$ cat config.mk
export PLATFORM = sky130hd
export DESIGN_NAME = pmem_arbiter
export DESIGN_NICKNAME = d
export VERILOG_FILES = /design/src/rtl/pmem_arbiter.sv
export SDC_FILE = /design/constraint.sdc
export NUM_CORES = 1
export LEC_CHECK = 0
export ABC_CLOCK_PERIOD_IN_PS = 2500
export CORE_AREA = 2 2 320 322
export DETAILED_ROUTE_END_ITERATION = 12
export DIE_AREA = 0 0 322 324
export PLACE_DENSITY = 0.3
export SLEW_MARGIN = 20
export SYNTH_ARGS = -nofsm -noshare
export SYNTH_HDL_FRONTEND = slang
export SYNTH_SLANG_ARGS = --single-unit
$ cat constraint.sdc
create_clock -name clk -period 2.5 [get_ports clk]
set_input_delay 0.375 -clock clk [delete_from_list [all_inputs] [get_ports clk]]
set_output_delay 0.375 -clock clk [all_outputs]
set_load 0.005 [all_outputs]
$ cat src/rtl/pmem_arbiter.sv
// pmem_arbiter
//   Shares the single physical-memory port between the split L1 caches.
//   Port I (instruction cache) and port D (data cache) issue line-granular,
//   level-sensitive requests. One requester is granted at a time and keeps
//   the grant until physical memory answers. The granted request is
//   registered onto the pmem port, and the response is routed back only to
//   the granted requester.
//
// Ports
//   clk, reset           system clock, synchronous active-high reset
//   i_pmem_*             I-cache side: read/write/address/wdata in, resp/rdata out
//   d_pmem_*             D-cache side: read/write/address/wdata in, resp/rdata out
//   pmem_read/write      registered strobes toward physical memory
//   pmem_address/wdata   registered address and write line toward physical memory
//   pmem_resp/rdata      completion and read line from physical memory
//
// States
//   IDLE    | no grant; arbitrate among pending requests on each edge
//   GRANT_I | port I owns pmem until pmem_resp
//   GRANT_D | port D owns pmem until pmem_resp
module pmem_arbiter #(
  parameter int ADDR_WIDTH = 16,
  parameter int LINE_WIDTH = 128
) (
  input  logic                  clk,
  input  logic                  reset,

  input  logic                  i_pmem_read,
  input  logic                  i_pmem_write,
  input  logic [ADDR_WIDTH-1:0] i_pmem_address,
  input  logic [LINE_WIDTH-1:0] i_pmem_wdata,
  output logic                  i_pmem_resp,
  output logic [LINE_WIDTH-1:0] i_pmem_rdata,

  input  logic                  d_pmem_read,
  input  logic                  d_pmem_write,
  input  logic [ADDR_WIDTH-1:0] d_pmem_address,
  input  logic [LINE_WIDTH-1:0] d_pmem_wdata,
  output logic                  d_pmem_resp,
  output logic [LINE_WIDTH-1:0] d_pmem_rdata,

  output logic                  pmem_read,
  output logic                  pmem_write,
  output logic [ADDR_WIDTH-1:0] pmem_address,
  output logic [LINE_WIDTH-1:0] pmem_wdata,
  input  logic                  pmem_resp,
  input  logic [LINE_WIDTH-1:0] pmem_rdata
);

  typedef enum logic [1:0] {
    IDLE    = 2'd0,
    GRANT_I = 2'd1,
    GRANT_D = 2'd2
  } state_t;

  state_t state;
  // 0: port I was served last, 1: port D was served last
  logic   last_grant_d;

  logic i_req;
  logic d_req;
  logic pick_i;

  assign i_req = i_pmem_read | i_pmem_write;
  assign d_req = d_pmem_read | d_pmem_write;

  // Under contention the port that was not served last wins, so two
  // continuously requesting caches strictly alternate.
  assign pick_i = i_req & (~d_req | last_grant_d);

  always_ff @(posedge clk) begin
    if (reset) begin
      state        <= IDLE;
      last_grant_d <= 1'b0;
      pmem_read    <= 1'b0;
      pmem_write   <= 1'b0;
      pmem_address <= '0;
      pmem_wdata   <= '0;
    end else begin
      case (state)
        IDLE: begin
          // Read and write together is a write.
          if (pick_i) begin
            state        <= GRANT_I;
            pmem_read    <= i_pmem_read & ~i_pmem_write;
            pmem_write   <= i_pmem_write;
            pmem_address <= i_pmem_address;
            pmem_wdata   <= i_pmem_wdata;
          end else if (d_req) begin
            state        <= GRANT_D;
            pmem_read    <= d_pmem_read & ~d_pmem_write;
            pmem_write   <= d_pmem_write;
            pmem_address <= d_pmem_address;
            pmem_wdata   <= d_pmem_wdata;
          end
        end

        GRANT_I, GRANT_D: begin
          // Address and wdata are left as they are; only the strobes drop.
          // Returning to IDLE for one cycle lets the requester retire its
          // request before it can be arbitrated again.
          if (pmem_resp) begin
            state        <= IDLE;
            last_grant_d <= (state == GRANT_D);
            pmem_read    <= 1'b0;
            pmem_write   <= 1'b0;
          end
        end

        default: begin
          state      <= IDLE;
          pmem_read  <= 1'b0;
          pmem_write <= 1'b0;
        end
      endcase
    end
  end

  // Only combinational paths in the block: memory response to granted port.
  assign i_pmem_resp  = (state == GRANT_I) & pmem_resp;
  assign d_pmem_resp  = (state == GRANT_D) & pmem_resp;
  assign i_pmem_rdata = (state == GRANT_I) ? pmem_rdata : '0;
  assign d_pmem_rdata = (state == GRANT_D) ? pmem_rdata : '0;

endmodule
# Word level (Yosys, flattened, before mapping)
# Cells that the tools add are included.
dict set report word_totals {
  regBits 149
  latchBits 0
  ram_bits 0
  rom_bits 0
  input_bits 423
  output_inout_bits 404
  wordCells 44
  mem_count 0
}
dict set report classes {
  addsub 0
  n_mul 0
  n_div 0
  magnitude_cmp 0
  eq_ne 4
  n_shift 0
  mux 17
  bitwise_logic 11
  n_reduce_logical 6
}
# operator n
set ops {}
lappend ops {{$mux W128} 4}
lappend ops {{$mux W16} 2}
lappend ops {{$mux W2} 3}
lappend ops {{$reduce_and A2 Y1} 3}
lappend ops {{$and A1 B1 Y1} 5}
lappend ops {{$mux W1} 5}
lappend ops {{$pmux W1 S2} 2}
lappend ops {{$pmux W2 S2} 1}
lappend ops {{$ne A3 B3 Y1 const B} 1}
lappend ops {{$not A1 Y1} 3}
lappend ops {{$or A1 B1 Y1} 3}
lappend ops {{$eq A2 B1 Y1 const B} 1}
lappend ops {{$eq A2 B2 Y1 const B} 1}
lappend ops {{$logic_not A2 Y1} 1}
lappend ops {{$ne A2 B2 Y1 const B} 1}
lappend ops {{$reduce_bool A2 Y1} 1}
lappend ops {{$reduce_or A2 Y1} 1}

# Logic depth before layout (Yosys ltp)
# Gate-level depths: netlist (run 1).
dict set report logic_depth {
  depth_word 6
  depth_mapped 8
  depth_no_buf 6
}

# Worst setup path after synthesis (run 1)
# No wires, ideal clock.
dict set report synth_path {
  path_kind {flip-flop to output port}
  startpoint {register state[0]}
  endpoint {output port d_pmem_rdata[100]}
  arrival_ps 1178
  required_ps 2125
  slack_ps 947
  path_stages_with_launch 6
  path_buffers 2
  cell_sequence {dfxtp_1 -> inv_1 -> ha_1 -> clkbuf_1 -> clkbuf_1 -> and2_1}
}
dict set report synth_via {
  elab_chain_cells 2
}
# element line
set synth_lines {}
lappend synth_lines {{start, declared} 56} ;# state_t state;
lappend synth_lines {{start signal, assigned} 73} ;# state <= IDLE;
lappend synth_lines {{start signal, assigned} 84} ;# state <= GRANT_I;
lappend synth_lines {{start signal, assigned} 90} ;# state <= GRANT_D;
lappend synth_lines {{$eq A2 B2 Y1} 123} ;# assign d_pmem_rdata = (state == GRANT_D) ? pmem_rdata : '0;
lappend synth_lines {{$mux W128} 123}
lappend synth_lines {{end, declared} 40} ;# output logic [LINE_WIDTH-1:0] d_pmem_rdata,
# No other way between the ends.

# Final worst setup path (run 1)
dict set report layout_path {
  startpoint {register state[0]}
  endpoint {output port d_pmem_rdata[52]}
}
# Same word-level chain as after synthesis.

==> results of run 1 <==
==> placed cells by master (no fill, tap or decap), types with 6 or more instances in the layout <==
master             n
a311oi_1         144
and2_1           256
buf_12            25
buf_16             9
buf_4             39
clkbuf_16         19
clkdlybuf4s15_1   11
clkdlybuf4s50_1  622
clkinv_4           6
dfxtp_1          147
diode_2            8
dlygate4sd2_1    109
dlymetal6s2s_1    79
nand2_1          292
nor2_1           147
==> cell type report <==
| class | count | area (um^2) |
|---|---|---|
| Antenna cell | 8 | 20.0 |
| Clock buffer | 18 | 439 |
| Clock inverter | 14 | 178 |
| Fill cell | 11300 | 81400 |
| Inverter | 4 | 17.5 |
| Multi-Input combinational cell | 865 | 4760 |
| Sequential cell | 149 | 2990 |
| Tap cell | 1309 | 1640 |
| Timing Repair Buffer | 907 | 9550 |
==> flip-flops by register name, summed over array words and instances (netlist names) <==
register      count
last_grant_d      1
pmem_wdata      128
pmem_address     16
pmem_read         1
pmem_write        1
state             2
==> stage by stage <==
step                cell area [um^2]  setup TNS [ns]  total power, mW
floorplan                       8210               0             4.33
global placement               18200               0             7.18
detailed placement             18200               0             7.15
CTS                            19200           -2.27             10.3
global route                   19600          -0.364             10.7
finish                         19600               0             10.1
==> path summary, 6_finish.rpt <==
path / startpoint / to / depth (start not counted)
worst max register to register: state[0] / pmem_wdata[119] / 9
worst min-delay path: d_pmem_wdata[8] / pmem_wdata[8] / 3
worst min register to register: pmem_read / pmem_read / 2
worst max-delay path: state[0] / d_pmem_rdata[52] / 7
==> metal layers <==
layer  up-vias  global-route usage  share of wire  wire [um]
met5         -                   0         0.0016        115
met4        20              0.0281          0.016       1190
met3       103              0.0493          0.085       6260
met2       565               0.248           0.52      38300
met1      5383               0.144           0.38      27700
li1       5418                   -              -          -
==> critical path, delay by kind of cell, from the launching register on <==
kind,cells,cell delay (ns)
buffers and inverters,5,0.98
flip-flops,1,0.35
AND/OR/NAND/NOR,1,0.12
adder cells (fa/ha/maj),1,0.17
==> kinds of logic after synthesis <==
kind of cell,count (synthesis)
adders and majority gates,3
buffers and inverters,111
DFF,149
AOI/OAI and AO/OA,155
and+or+nand+nor,707
==> timing repair <==
action / CTS / global route
resized for setup: 153 / 93
setup buffers: 16 / 7
setup endpoints to repair: 238 / 100
pin swaps: 2 / 1
gates cloned: 10 / 2
==> power breakdown <==
| group | internal [mW] | leakage, nW | switching [mW] |
|---|---|---|---|
| clock network | 1.61 | 0.301 | 1.26 |
| registers | 2.77 | 1.24 | 0.229 |
| logic | 2.41 | 7.58 | 1.81 |
==> summary.md, run 1 <==
| Metric | Value |
|---|---|
| Run status | complete, no violations |
| Worst skew pair latency | 0.48 ns |
| Worst EP required | 2.12 ns |
| Tot GR Track Use | 0.134 |
| Synth unique cells | 29 |
| Top post-synthesis cells by count | nand2_1 (292), and2_1 (259), dfxtp_1 (149) |
| Worst-path clk slew | 0.07 ns |
| CP peak stage delay | 0.50 ns |
| Hpwl dp | 58600 um |
| Core Util, Final | 0.194 |
| Min Tclk post-route | 2.49 ns |
| DRC | 0 |
| Clock sink count | 149 |
| Final period utilization | 0.995 |
| Syn Std Cell Area | 8210 um^2 |
| Synth area leaders | dfxtp_1 (36%), and2_1 (20%), a311oi_1 (15%), nand2_1 (13%), nor2_1 (6.7%) |
| Max cap viols | 0 |
| Post-synth top area share | 0.363 |
| H-tree levels | 4 |
| Inst Count DP | 3200 |
| Pre-CTS WS | 0.178 ns |
| Core Area | 101000 um^2 |
| RSZ-0062 raised after global routing | true |
| WL/cell | 22.5 um |
| Worst EP arrival | 2.11 ns |
| GP Congestion | 0.810 |
| Seq/Total Area, Yosys | 0.363 |
| Xor and xnor area share after synthesis | 0 |
| Reg-to-reg slack, setup | 0.56 ns |
| Setup CP Type | flop to output pin |
| Setup ws final | 0.0135 ns |
| Die span in x | 322 um |
| Antenna Nets Post-Route | 0 |
| Crit-path cells | inv_2 -> ha_4 -> buf_12 -> buf_4 -> buf_16 -> and2_1 -> clkdlybuf4s50_1 |
| Synthesized area per cell | 7.30 um^2 |
| Final setup violation count | 0 |
| Clk buf depth | 2 |
| Clk_skew | 0.0104 ns |
| Total CTS buffers | 17 |
| LEAKAGE | 9.12 nW |
| Die area | 104000 um^2 |
| Synth Area in Adders | 0.00457 |
| Register bit total from synthesis | 149 |
| Worst slew margin | 0.600 |
| Die Ht | 324 um |
| Min-Delay Path Class | input port to flop |
| Vias in the first global route | 11900 |
| CTS tree | done |
| Asr flop ratio synth | 0 |
| Simple-gate portion of the synthesized area | 0.407 |
| Warnings from Yosys | 0 |
| CP Capture Type | output pin |
| Via density | 3.51 |
| Synth Area in Compound Gates | 0.163 |
| Starting density of the core | 0.0813 |
| First-pass GRT wire length | 96600 um |
| DRT Wirelength | 73600 um |
| Multiplexer share of the synthesized area | 0 |
| Final hold violations | 0 |
| Row count | 117 |
| Critical path startpoint category | flop |
| Largest net degree at the start of global routing | 88 |
| Biggest area consumer among synthesized cells | dfxtp_1 |
| Non-Filler Instances | 3274 |
| Critical-path top delay cell | clkdlybuf4s50_1 |
| Gr ovfl total | 0 |
| VDD IR max | 0.000540 V |
| Max-slew violations | 0 |
| Cts hold-fix bufs | 0 |
| DR vias | 11500 |
| Final nets | 2370 |
| Crit path max fanout | 13 |
| Post-synth EDFFs | 0 |
| Worst-margin pin slew | 0.600 ns |
| Buffers on Ports | 826 |
| Main flop type after synthesis | dfxtp_1 |
| Layout cells sized above 1 | 0.0669 |
| Clock Tree Root | clkbuf_16 |
| Pwr/cell area | 515 nW/um^2 |
| Count leader, synth | nand2_1 |
| Gate Count Post-Synth | 1125 |
| Max Freq | 402 MHz |
| Largest family of logic cells by synthesized area | simple AND/OR/NAND/NOR gates |
| IO Pins | 827 |
| Synthesis-to-finish area growth | 139% |
| Synthesized Nets | 1551 |
| Initial DRC Count | 496 |
| DRT Pass-1 Iters | 5 |
| Hold_ws | 0.460 ns |
| Initial antenna violation count | 43 |
No activity file was read; power rests on OpenSTA's default activity.
==> run 2: changes to the inputs <==
--- a/config.mk
+++ b/config.mk
@@ -10,6 +10,7 @@
 export DETAILED_ROUTE_END_ITERATION = 12
 export DIE_AREA = 0 0 322 324
 export PLACE_DENSITY = 0.3
+export REMOVE_ABC_BUFFERS = 1
 export SLEW_MARGIN = 20
 export SYNTH_ARGS = -nofsm -noshare
 export SYNTH_HDL_FRONTEND = slang
==> run 2 against run 1 <==
Register-to-register slack improved by 0.09 ns. Global-route usage about the same. Design area down 0.52%. Sequential power barely moved. Critical endpoint is now i_pmem_rdata[25].
==> summary.md, run 2 (synthesis gave the netlist of run 1 again) <==
| Metric | Value |
|---|---|
| Max-slew violations | 0 |
| Pre-CTS WS | 0.157 ns |
| Final setup violation count | 0 |
| Final hold violations | 0 |
| Row count | 117 |
| Synthesis-to-finish area growth | 137% |
| Comb power frac | 0.430 |
| Crit path max fanout | 8 |
| Buffers on Ports | 826 |
| Die area | 104000 um^2 |
| VDD IR max | 0.000370 V |
| Switch Pwr | 3.41 mW |
| Initial antenna violation count | 14 |
| Min-Delay Path Class | input port to flop |
| Initial DRC Count | 454 |
| WL/cell | 22.0 um |
| Pwr/cell area | 520 nW/um^2 |
| Sequential group share of total power | 0.296 |
| H-tree levels | 4 |
| Biggest register | pmem_wdata |
| Sw Ratio | 0.336 |
| P_int | 6.73 mW |
| DRT Wirelength | 72700 um |
| Hold_ws | 0.366 ns |
| Tot GR Track Use | 0.134 |
| Antenna Nets Post-Route | 0 |
| Worst EP arrival | 2.04 ns |
| Biggest regs | pmem_wdata x128, pmem_address x16, state x2 |
| Total CTS buffers | 17 |
| Clk_skew | 0.0151 ns |
| GP Congestion | 0.892 |
| Layout cells sized above 1 | 0.0888 |
| Setup ws final | 0.0823 ns |
| Largest net degree at the start of global routing | 79 |
| Hpwl dp | 58100 um |
| Worst slew margin | 0.673 |
| Setup TNS | 0 ns |
| Worst-margin pin slew | 0.488 ns |
| Final period utilization | 0.967 |
| Max reg flops | 128 |
| Clk buf depth | 2 |
| Clk network pwr share | 0.274 |
| Clock sink count | 149 |
| Commonest non-fill, non-tap cells in the layout | clkdlybuf4s50_1 (591), nand2_1 (292), and2_1 (252), dlygate4sd2_1 (168) |
| Worst skew pair latency | 0.48 ns |
| Commonest non-fill, non-tap cell in the layout | clkdlybuf4s50_1 |
| Max Freq | 414 MHz |
| Die span in x | 322 um |
| Core Area | 101000 um^2 |
| Cts hold-fix bufs | 0 |
| Max cap viols | 0 |
| Min Tclk post-route | 2.42 ns |
| DR vias | 11200 |
| DRT Pass-1 Iters | 6 |
| Setup CP Type | flop to output pin |
| Vias in the first global route | 11400 |
| CP Capture Type | output pin |
| CTS tree | done |
| Starting density of the core | 0.0813 |
| Gr ovfl total | 0 |
| DRC | 0 |
| Clock Tree Root | clkbuf_16 |
| Run status | complete, no violations |
| Post-Layout Inst Area | 19500 um^2 |
| Final nets | 2396 |
| Critical path startpoint category | flop |
| First-pass GRT wire length | 95600 um |
| Worst EP required | 2.12 ns |
| Placed Area | 18400 um^2 |
| Tot Pwr | 10.1 mW |
| Via density | 3.39 |
| LEAKAGE | 8.18 nW |
| RSZ-0062 raised after global routing | false |
| Die Ht | 324 um |
| # fillers | 11400 |
| IO Pins | 827 |
| Worst-path clk slew | 0.07 ns |
==> run 2: cell types whose count changed in the layout (fill, tap and decap cells not counted), sizes merged, moves of 2 or more <==
cell / change
buf: +40
clkbuf: -3
clkdlybuf4s15: +42
clkdlybuf4s50: -31
clkinv: -6
clkinvlp: +3
diode: -2
dlygate4sd2: +59
dlymetal6s2s: -78
inv: +2
==> run 2: worst max-delay path: stages, from the launching register on <==
cell and delay, ns:
dfxtp_4 0.38, inv_4 0.04, ha_4 0.16, buf_12 0.15
buf_12 0.14, buf_4 0.13, bufbuf_16 0.26, and2_1 0.16
buf_2 0.13
==> run 2: through the flow <==
step / std cells / util
6_report: 3298 / 0.193
5_1_grt: 3293 / 0.193
4_1_cts: 3289 / 0.193
3_5_place_dp: 3215 / 0.182
3_3_place_gp: 3215 / 0.182
2_1_floorplan: 1018 / -
==> run 2: worst paths after layout <==
kind / startpoint / to / slack [ns] / cells past startpoint
setup / recovery: state[1] / i_pmem_rdata[25] / 0.08 / 8
hold / removal: reset / pmem_wdata[78] / 0.37 / 2
setup reg to reg: state[0] / pmem_wdata[17] / 0.65 / 8
hold reg to reg: pmem_read / pmem_read / 0.49 / 2
==> run 2: routing by layer <==
layer,wire length (um),track usage,vias to the layer above
met2,35700,0.234,474
met3,6970,0.0502,48
met1,29100,0.155,5184
li1,-,-,5467
met5,93,0,-
met4,795,0.0270,14
==> run 2: layout make-up <==
| type | instances | area [um^2] | area share |
|---|---|---|---|
| antenna | 6 | 15.0 | 0.000770 |
| clock buffer | 20 | 457 | 0.0234 |
| clock inverter | 12 | 143 | 0.00732 |
| inverter | 4 | 17.5 | 0.000899 |
| multi-input combinational | 865 | 4770 | 0.245 |
| sequential | 149 | 2990 | 0.153 |
| tap | 1309 | 1640 | 0.0840 |
| timing repair buffer | 933 | 9460 | 0.485 |
==> run 2: power groups by stage <==
stage / logic [mW] / registers (mW) / clock network [mW]
detailed placement: 4.24 / 3.06 / 0
global placement: 4.25 / 3.05 / 0
global route: 4.71 / 3.06 / 3.02
CTS: 4.45 / 3.01 / 2.99
finish: 4.36 / 3.01 / 2.78
floorplan: 1.24 / 3.05 / 0
==> run 2: timing repair <==
| action | 4_1_cts | 5_1_grt |
|---|---|---|
| hold endpoints to repair | 0 | 0 |
| pin swaps | 2 | 2 |
| resized for setup | 360 | 2 |
| setup endpoints to repair | 256 | 5 |
| setup buffers | 32 | 3 |
| gates cloned | 11 | 0 |
==> run 3: changes to the inputs <==
--- a/config.mk
+++ b/config.mk
@@ -9,6 +9,7 @@
 export CORE_AREA = 2 2 320 322
 export DETAILED_ROUTE_END_ITERATION = 12
 export DIE_AREA = 0 0 322 324
+export GPL_TIMING_DRIVEN = 1
 export PLACE_DENSITY = 0.3
 export REMOVE_ABC_BUFFERS = 1
 export SLEW_MARGIN = 20
==> results of run 3 <==
Same layout as run 2: the final DEF is identical, and so are final timing and power.
